## src/rtl/mm2s_pkg.sv

```systemverilog
// Shared types and constants for the mm2s burst read engine.
// Holds the AR FSM states, AXI encodings and beat-geometry helpers.
package mm2s_pkg;

  typedef enum logic [1:0] {
    IDLE,
    CALC,
    ADDR,
    DRAIN
  } ar_state_e;

  localparam logic [1:0] BURST_INCR = 2'b01;
  localparam logic [1:0] RESP_OKAY  = 2'b00;

  localparam int unsigned BOUNDARY_4K = 4096;

  function automatic int unsigned beat_bytes(int unsigned dw);
    return dw / 8;
  endfunction

  function automatic int unsigned beat_shift(int unsigned dw);
    return $clog2(dw / 8);
  endfunction

endpackage

```

## src/rtl/mm2s_data_fifo.sv

```systemverilog
// Synchronous data FIFO for the read-data path.
// Ports: clk/rst, wr_en/wr_data in, rd_en/rd_data out, full/empty flags.
// Storage is registered: a written entry is visible the cycle after.
module mm2s_data_fifo #(
  parameter int W     = 8,
  parameter int DEPTH = 64
) (
  input  logic         clk,
  input  logic         rst,
  input  logic         wr_en,
  input  logic [W-1:0] wr_data,
  input  logic         rd_en,
  output logic [W-1:0] rd_data,
  output logic         full,
  output logic         empty
);

  localparam int AW = $clog2(DEPTH);

  logic [W-1:0] mem_q [DEPTH];
  logic [AW:0]  wr_ptr_q, wr_ptr_d;
  logic [AW:0]  rd_ptr_q, rd_ptr_d;
  logic         do_wr, do_rd;

  assign empty = (wr_ptr_q == rd_ptr_q);
  assign full  = (wr_ptr_q[AW] != rd_ptr_q[AW]) &&
                 (wr_ptr_q[AW-1:0] == rd_ptr_q[AW-1:0]);

  assign do_wr = wr_en && !full;
  assign do_rd = rd_en && !empty;

  always_comb begin
    wr_ptr_d = wr_ptr_q;
    rd_ptr_d = rd_ptr_q;
    if (do_wr) wr_ptr_d = wr_ptr_q + (AW+1)'(1);
    if (do_rd) rd_ptr_d = rd_ptr_q + (AW+1)'(1);
  end

  always_ff @(posedge clk) begin
    if (rst) begin
      wr_ptr_q <= '0;
      rd_ptr_q <= '0;
    end else begin
      wr_ptr_q <= wr_ptr_d;
      rd_ptr_q <= rd_ptr_d;
    end
  end

  always_ff @(posedge clk) begin
    if (do_wr) mem_q[wr_ptr_q[AW-1:0]] <= wr_data;
  end

  // Zero when empty so the stream side idles at all-zero payload.
  assign rd_data = empty ? '0 : mem_q[rd_ptr_q[AW-1:0]];

endmodule

```

## src/rtl/mm2s_burst_engine.sv

```systemverilog
// Memory-to-stream DMA read engine: splits byte commands into 4KB-safe
// INCR bursts, buffers R data with credit admission, emits AXI-Stream.
// Ports: cmd_* command in, sts_* completion, m_axi_ar*/r* read master,
// m_axis_* stream master.
module mm2s_burst_engine
  import mm2s_pkg::*;
#(
  parameter int DATA_W     = 64,
  parameter int ADDR_W     = 32,
  parameter int LEN_W      = 16,
  parameter int MAX_BURST  = 16,
  parameter int FIFO_DEPTH = 64
) (
  input  logic                  clk,
  input  logic                  rst,
  input  logic                  cmd_valid,
  output logic                  cmd_ready,
  input  logic [ADDR_W-1:0]     cmd_addr,
  input  logic [LEN_W-1:0]      cmd_len,
  output logic                  sts_done,
  output logic                  sts_err,
  output logic [ADDR_W-1:0]     m_axi_araddr,
  output logic [7:0]            m_axi_arlen,
  output logic [2:0]            m_axi_arsize,
  output logic [1:0]            m_axi_arburst,
  output logic                  m_axi_arvalid,
  input  logic                  m_axi_arready,
  input  logic [DATA_W-1:0]     m_axi_rdata,
  input  logic [1:0]            m_axi_rresp,
  input  logic                  m_axi_rlast,
  input  logic                  m_axi_rvalid,
  output logic                  m_axi_rready,
  output logic [DATA_W-1:0]     m_axis_tdata,
  output logic [DATA_W/8-1:0]   m_axis_tkeep,
  output logic                  m_axis_tlast,
  output logic                  m_axis_tvalid,
  input  logic                  m_axis_tready
);

  localparam int BYTES = beat_bytes(DATA_W);
  localparam int SHIFT = beat_shift(DATA_W);
  localparam int CW    = $clog2(FIFO_DEPTH) + 1;
  localparam int FW    = DATA_W + BYTES + 1;

  ar_state_e           state_q, state_d;
  logic [ADDR_W-1:0]   addr_q, addr_d;
  logic [LEN_W-1:0]    left_q, left_d;
  logic [LEN_W-1:0]    rx_left_q, rx_left_d;
  logic [7:0]          arlen_q, arlen_d;
  logic [CW-1:0]       credits_q, credits_d;
  logic [BYTES-1:0]    keep_last_q, keep_last_d;
  logic                err_q, err_d;
  logic                done_q, done_d;

  logic                cmd_hs, ar_hs, r_hs, axis_hs;
  logic                credit_ok, ar_valid;
  logic [8:0]          burst_cnt, burst_calc;
  logic [12:0]         bytes_to_bound, beats_to_bound;
  logic [LEN_W:0]      len_ext;
  logic [LEN_W-1:0]    total_beats;
  logic [BYTES-1:0]    keep_rem;
  logic                r_last;
  logic [FW-1:0]       wr_data, rd_data;
  logic                fifo_full, fifo_empty;
  logic                unused_ok;

  assign unused_ok = m_axi_rlast ^ fifo_full;

  assign burst_cnt = {1'b0, arlen_q} + 9'd1;
  assign credit_ok = (credits_q >= CW'(burst_cnt));
  assign ar_valid  = (state_q == ADDR) && credit_ok;

  assign cmd_hs  = cmd_valid && cmd_ready;
  assign ar_hs   = ar_valid && m_axi_arready;
  assign r_hs    = m_axi_rvalid && m_axi_rready;
  assign axis_hs = m_axis_tvalid && m_axis_tready;

  assign len_ext     = {1'b0, cmd_len} + (LEN_W+1)'(BYTES - 1);
  assign total_beats = LEN_W'(len_ext >> SHIFT);
  assign keep_rem    = ~({BYTES{1'b1}} << cmd_len[SHIFT-1:0]);

  assign bytes_to_bound = 13'(BOUNDARY_4K) - {1'b0, addr_q[11:0]};
  assign beats_to_bound = bytes_to_bound >> SHIFT;

  // Smallest of the burst cap, remaining beats and beats to the 4KB edge.
  always_comb begin
    burst_calc = 9'(MAX_BURST);
    if ({16'd0, left_q} < 32'(burst_calc))
      burst_calc = 9'(left_q);
    if (beats_to_bound < 13'(burst_calc))
      burst_calc = 9'(beats_to_bound);
  end

  always_comb begin
    state_d     = state_q;
    addr_d      = addr_q;
    left_d      = left_q;
    arlen_d     = arlen_q;
    rx_left_d   = rx_left_q;
    keep_last_d = keep_last_q;
    err_d       = err_q;
    done_d      = 1'b0;
    unique case (state_q)
      IDLE: begin
        if (cmd_hs) begin
          addr_d      = cmd_addr;
          left_d      = total_beats;
          rx_left_d   = total_beats;
          keep_last_d = (cmd_len[SHIFT-1:0] == '0) ? '1 : keep_rem;
          err_d       = 1'b0;
          state_d     = CALC;
        end
      end
      CALC: begin
        arlen_d = 8'(burst_calc - 9'd1);
        state_d = ADDR;
      end
      ADDR: begin
        if (ar_hs) begin
          addr_d  = addr_q + (ADDR_W'(burst_cnt) << SHIFT);
          left_d  = left_q - LEN_W'(burst_cnt);
          state_d = (left_q == LEN_W'(burst_cnt)) ? DRAIN : CALC;
        end
      end
      DRAIN: begin
        if (axis_hs && m_axis_tlast) begin
          state_d = IDLE;
          done_d  = 1'b1;
        end
      end
      default: state_d = IDLE;
    endcase
    if (r_hs && rx_left_q != '0)
      rx_left_d = rx_left_q - LEN_W'(1);
    if (r_hs && m_axi_rresp != RESP_OKAY)
      err_d = 1'b1;
  end

  // Credits mirror free FIFO slots including bursts still in flight.
  always_comb begin
    credits_d = credits_q;
    if (ar_hs)   credits_d = credits_d - CW'(burst_cnt);
    if (axis_hs) credits_d = credits_d + CW'(1);
  end

  always_ff @(posedge clk) begin
    if (rst) begin
      state_q     <= IDLE;
      addr_q      <= '0;
      left_q      <= '0;
      rx_left_q   <= '0;
      arlen_q     <= '0;
      credits_q   <= CW'(FIFO_DEPTH);
      keep_last_q <= '0;
      err_q       <= 1'b0;
      done_q      <= 1'b0;
    end else begin
      state_q     <= state_d;
      addr_q      <= addr_d;
      left_q      <= left_d;
      rx_left_q   <= rx_left_d;
      arlen_q     <= arlen_d;
      credits_q   <= credits_d;
      keep_last_q <= keep_last_d;
      err_q       <= err_d;
      done_q      <= done_d;
    end
  end

  assign r_last  = (rx_left_q == LEN_W'(1));
  assign wr_data = {m_axi_rdata, (r_last ? keep_last_q : {BYTES{1'b1}}), r_last};

  mm2s_data_fifo #(
    .W     (FW),
    .DEPTH (FIFO_DEPTH)
  ) u_fifo (
    .clk     (clk),
    .rst     (rst),
    .wr_en   (r_hs),
    .wr_data (wr_data),
    .rd_en   (m_axis_tready),
    .rd_data (rd_data),
    .full    (fifo_full),
    .empty   (fifo_empty)
  );

  assign cmd_ready     = (state_q == IDLE) && !rst;
  assign m_axi_rready  = !rst;
  assign m_axi_araddr  = addr_q;
  assign m_axi_arlen   = arlen_q;
  assign m_axi_arsize  = 3'(SHIFT);
  assign m_axi_arburst = BURST_INCR;
  assign m_axi_arvalid = ar_valid;

  assign m_axis_tvalid = !fifo_empty;
  assign m_axis_tdata  = rd_data[FW-1 -: DATA_W];
  assign m_axis_tkeep  = rd_data[BYTES:1];
  assign m_axis_tlast  = rd_data[0];

  assign sts_done = done_q;
  assign sts_err  = done_q && err_q;

endmodule

```

## config.mk

```make
export PLATFORM = sky130hd
export DESIGN_NAME = mm2s_burst_engine
export DESIGN_NICKNAME = d
export VERILOG_FILES = /design/src/rtl/mm2s_pkg.sv /design/src/rtl/mm2s_data_fifo.sv /design/src/rtl/mm2s_burst_engine.sv
export SDC_FILE = /design/constraint.sdc
export NUM_CORES = 2
export LEC_CHECK = 0
export ABC_CLOCK_PERIOD_IN_PS = 9600
export CORE_UTILIZATION = 47
export DETAILED_ROUTE_END_ITERATION = 10
export SLEW_MARGIN = 25
export SYNTH_ARGS = -nofsm -noshare
export SYNTH_HDL_FRONTEND = slang
export SYNTH_MEMORY_MAX_BITS = 65536
export SYNTH_SLANG_ARGS = --single-unit
```

## constraint.sdc

```tcl
create_clock -name clk -period 9.6 [get_ports clk]
set_input_delay 1.92 -clock clk [delete_from_list [all_inputs] [get_ports clk]]
set_output_delay 1.92 -clock clk [all_outputs]
set_load 0.02 [all_outputs]
```

### Word level (Yosys, flattened, before mapping)

Memories as Yosys holds them, arrays and structs flattened. A register that Yosys moved wholly into a read port is not among the register bits.
Index checks and enable logic that the tools add are counted.

| operators by class | value |
|---|---|
| shifts and indexed selects | 1 |
| reduce and logical (&&, ||, !) cells | 30 |
| equality and inequality tests | 11 |
| $lt $le $gt $ge | 3 |
| add/sub/neg operators | 11 |
| muxes and demuxes | 28 |
| bitwise logic cells | 2 |

Operators by type and width:

| cell | number |
|---|---|
| $mux W73 | 1 |
| $mux W16 | 4 |
| $mux W32 | 2 |
| $pmux W32 S2 | 1 |
| $add A32 B12 Y32 | 1 |
| $pmux W16 S2 | 1 |
| $mux W8 | 3 |
| $add A7 B1 Y7 const B | 3 |
| $add A16 B3 Y17 const B | 1 |
| $eq A16 B1 Y1 const B | 1 |
| $eq A16 B9 Y1 | 1 |
| $lt A16 B5 Y1 const B | 1 |
| $reduce_bool A16 Y1 | 1 |
| $sub A16 B1 Y16 const B | 1 |
| $sub A16 B9 Y16 | 1 |
| $mux W7 | 2 |
| $sub A13 B12 Y13 const A | 1 |
| $logic_and A1 B1 Y1 | 12 |
| $mux W6 | 2 |
| $reduce_bool A2 Y1 | 6 |
| $lt A10 B9 Y1 | 1 |
| $add A8 B1 Y9 const B | 1 |
| $mux W9 | 1 |
| $mux W2 | 4 |
| 20 further kinds | 33 |

| storage, ports and cells | value |
|---|---|
| memory bits (writable) | 4672 |
| output and inout port bits | 124 |
| word-level logic and storage cells | 98 |
| bits of input ports | 121 |
| flip-flop bits (word level) | 105 |
| memories | 1 |

Memory list:

| memory | depth | bits a word | read ports | clocked after memory_dff | wr ports | RTL line | text |
|---|---|---|---|---|---|---|---|
| u_fifo.mem_q | 64 | 73 | 1 | 1 | 1 | mm2s_data_fifo.sv:20 | `logic [W-1:0] mem_q [DEPTH];` |

### Longest topological paths before layout

| logic depth | value |
|---|---|
| depth after elaboration | 7 |
| mapped depth | 19 |
| mapped depth without buffers | 17 |

### Modules after synthesis

From an unflattened synthesis, not the netlist that was laid out.

| second synthesis, totals | value |
|---|---|
| cells, all modules | 8381 |
| area, all modules | 184752.2 µm² |

Modules (own cells, without submodules):

| module | cells an instance | area each (µm²) | times used | seq. area each (µm²) |
|---|---|---|---|---|
| mm2s_data_fifo | 7496 | 178024.5 | 1 | 140694.9 |
| mm2s_burst_engine | 885 | 6727.7 | 1 | 1821.7 |

### Least setup slack after synthesis

No wires, ideal clock.

| path | value |
|---|---|
| path type | input to register |
| start | input rst |
| end | memory u_fifo.mem_q[59][0] (netlist bit) (enable) |
| buffers on the path | 0 |
| slack | 3026 ps |
| data required time | 9095 ps |
| stages on the path | 7 |
| setup time | 505 ps |
| arrival time | 6069 ps |
| cell sequence | inv_2 > nand2_1 > a31oi_1 > nand2b_1 > inv_1 > nand3_1 > nor2_1 |

| on the way | value |
|---|---|
| word-level cells in the longest chain between the ends | 5 |

Ends and longest elaborated chain:

| item | RTL line | text |
|---|---|---|
| from (decl) | mm2s_burst_engine.sv:15 | `input logic rst,` |
| $logic_not A1 Y1 | mm2s_burst_engine.sv:188 | `assign m_axi_rready = !rst;` |
| $logic_and A1 B1 Y1 | mm2s_burst_engine.sv:75 | `assign r_hs = m_axi_rvalid && m_axi_rready;` |
| $logic_and A1 B1 Y1 | mm2s_data_fifo.sv:29 | `assign do_wr = wr_en && !full;` |
| $mux W1 | mm2s_data_fifo.sv:50 | `if (do_wr) mem_q[wr_ptr_q[AW-1:0]] <= wr_data;` |
| $mux W1 (not written as such) | mm2s_data_fifo.sv:50 |  |
| to (decl) | mm2s_data_fifo.sv:20 |  |

No other way between the ends.

==> impl_metrics.json <==
{
  "fmax_mhz": 138,
  "first_global_vias": 88457,
  "drv_cap": 0,
  "placed_cells": 13009,
  "final_max_slew_viol_count": 0,
  "path_buf_inv": 3,
  "clk_pin_slew_ns": 0.06,
  "placed_cell_area_sq_um": 195000,
  "tightest_slew_ns": 1.15,
  "place_congestion": 0.815,
  "yosys_warnings": 0,
  "drtIter0Drc": 11799,
  "post-cts-setup-buffers": 0,
  "max_stage_delay_ns": 0.95,
  "synth_cell_type_count": 79,
  "ys_ff_latch": 4783,
  "synth_flop_cell": "edfxtp_1",
  "grt_pass1_wl_mm": 692,
  "htreeDepth": 5,
  "core_region_area_sq_um": 390000,
  "max-slew-margin-rel": 0.234,
  "syn-cell-area_sq_um": 185000,
  "period_needed_ns": 7.26,
  "cts_resized": 0,
  "cts_buffers": 474,
  "hold_viol": 0,
  "nets": 8460,
  "cp.required_ns": 7.68,
  "drive_gt1_frac": 0.297,
  "cts_tree": "done",
  "portBuffers": 238,
  "numClockSinks": 4783,
  "cp_slowest_cell": "dfxtp_4",
  "track_usage": 0.250,
  "setup.worst_path.end_class": "primary output",
  "yosysSeqAreaShare": 0.772,
  "cp_max_fo": 34,
  "worstHoldPathType": "reg -> reg",
  "vias": 89042,
  "rsz0062_at_grt": "false",
  "cp.arrival_ns": 5.34,
  "start_util": 0.473,
  "synth-edff-count": 4672,
  "design.portCount": 245,
  "grt.overflow.total": 0,
  "syn_inst": 7739,
  "die_w_um": 629,
  "dp_slack_ns": 2.84,
  "antenna_found_initial": 31,
  "power.density_nw_per_um2": 220,
  "die_height_um": 629,
  "final_core_utilization": 0.539,
  "fin_area_sq_um": 210000,
  "cellLeakagePower_nw": 61.7,
  "final_antenna_net_count": 0,
  "hold_slack_ns": 0.460,
  "period_share": 0.756,
  "clockBufferDepth": 4,
  "vdd_drop_max_v": 0.000174,
  "setup_ws_ns": 2.34,
  "clk_latency_ns": 1.04,
  "setup_tns_ns": 0,
  "grt_max_degree": 143,
  "via_per_inst": 6.40,
  "drc": 0,
  "finClkSkew_ns": 0.0803,
  "critPathKind": "reg -> out",
  "synth-async-reset-ratio": 0,
  "final-instance-count-excl-fill": 13905,
  "status": "finished, final reports clean",
  "hold_buffers": 0,
  "crit_path_cell_trace": "buf_12, buf_4, mux4_2, mux4_2, mux4_2, and2_1, clkdlybuf4s50_1",
  "cts_root_buffer": "clkbuf_16",
  "synthToLayoutAreaGrowth_pct": 13.8,
  "finalSetupViolCount": 0,
  "crit_family": "multiplexers",
  "num_rows": 229,
  "synth.avg_cell_area_sq_um": 23.9,
  "wl_mm": 498,
  "cp_common_cell": "mux4_2",
  "floorplan.die_area_sq_um": 396000,
  "cp-start-kind": "register",
  "first_pass_iters": 7,
  "place_hpwl_mm": 250,
  "wl_per_cell_um": 35.8,
  "p_total_mw": 46.3,
  "n_fill_cell": 29265
}
[routing by layer]
layer / part of all wire / vias up / track usage / wire length [um]
li1: - / 34605 / - / -
met5: 0.000088 / - / 0 / 44
met1: 0.41 / 49213 / 0.366 / 203000
met4: 0.027 / 8 / 0.0611 / 13200
met2: 0.48 / 4456 / 0.399 / 240000
met3: 0.085 / 760 / 0.0374 / 42200
[sequential cells by signal, summed over array words and instances (netlist names), named ones only]
name             flops
credits_q            7
err_q                1
keep_last_q          8
left_q              16
m_axi_araddr        32
m_axi_arlen          8
rx_left_q           16
state_q              2
sts_done             1
u_fifo.mem_q      4672
u_fifo.rd_ptr_q      7
u_fifo.wr_ptr_q      7
[logic make-up after synthesis]
| family | after synthesis | share of synthesized area |
|---|---|---|
| buffers and inverters | 456 | 0.00952 |
| multiplexers | 1539 | 0.187 |
| flip-flops | 4783 | 0.772 |
| AO/OA/AOI/OAI | 278 | 0.0103 |
| AND/OR/NAND/NOR | 569 | 0.0152 |
| other | 2 | 0.0000407 |
| XOR/XNOR | 67 | 0.00318 |
| adder cells (fa/ha/maj) | 45 | 0.00317 |
[synth_stat cells, drive strengths merged, types with 4 or more instances]
cell    instances  share of area
or3            10        0.00034
a32o            4        0.00022
inv            40        0.00083
a22oi           4        0.00016
o21a           14        0.00057
nand2         114         0.0023
and4            5        0.00024
nand4          18        0.00061
clkbuf        300         0.0061
a221oi          7        0.00033
nand3          41         0.0011
a31oi           6        0.00020
buf           116         0.0026
a21o           12        0.00049
a21oi          66         0.0018
or2            14        0.00047
nand2b          5        0.00017
o21ai          50         0.0014
xor2           29         0.0014
mux4         1530           0.19
o31ai          12        0.00049
ha             42         0.0028
a211oi         23        0.00093
nor4           28        0.00095
nor2b           5        0.00017
nor2          169         0.0034
or4             9        0.00041
dfxtp         111          0.012
nor3           45         0.0012
edfxtp       4672           0.76
nor3b           4        0.00016
xnor2          38         0.0018
mux2i           7        0.00038
and3            8        0.00027
and2           79         0.0027
nand3b          9        0.00037
o22ai           9        0.00030
o211ai         13        0.00053
a311oi         16        0.00076
[layout make-up]
cell class / count / area [sq um] / share of cell area
clock buffer: 577 / 12400 / 0.0591
antenna: 16 / 40.0 / 0.000190
multi-input combinational: 2507 / 41000 / 0.195
clock inverter: 297 / 2550 / 0.0121
inverter: 40 / 153 / 0.000726
timing repair buffer: 488 / 5050 / 0.0240
tap: 5197 / 6500 / 0.0309
sequential: 4783 / 143000 / 0.678
[placed cells by master, fill, tap and decap left out, types with 65 or more instances in the layout]
master,count
clkinv_1,135
clkdlybuf4s50_1,183
buf_12,65
edfxtp_1,4672
buf_4,198
dfxtp_1,105
clkinv_2,84
clkbuf_16,482
and2_1,79
nand2_1,114
a21oi_1,66
mux4_2,1530
clkbuf_1,94
nor2_1,105
[worst min-delay path, delay by kind of cell, from the launching register on]
| family | cells | cell delay [ns] |
|---|---|---|
| flip-flops | 1 | 0.31 |
| AND/OR/NAND/NOR | 1 | 0.05 |
| AO/OA/AOI/OAI | 1 | 0.05 |
[power breakdown]
group	total [mW]	internal, mW	switching, mW	leakage [nW]
clock network	17.9	10.0	7.89	7.29
registers	23.2	23.0	0.142	41.9
logic	5.17	2.53	2.64	12.4
[final timing paths]
check                           from              endpoint  slack [ns]  cells after the start
setup / recovery            register      m_axis_tdata[48]        2.34                      7
hold / removal                 err_q                 err_q        0.46                      2
setup reg to reg  u_fifo.wr_ptr_q[5]  u_fifo.mem_q[29][33]        4.77                      6
hold reg to reg                err_q                 err_q        0.46                      2
(Power assumes the default switching activity.)
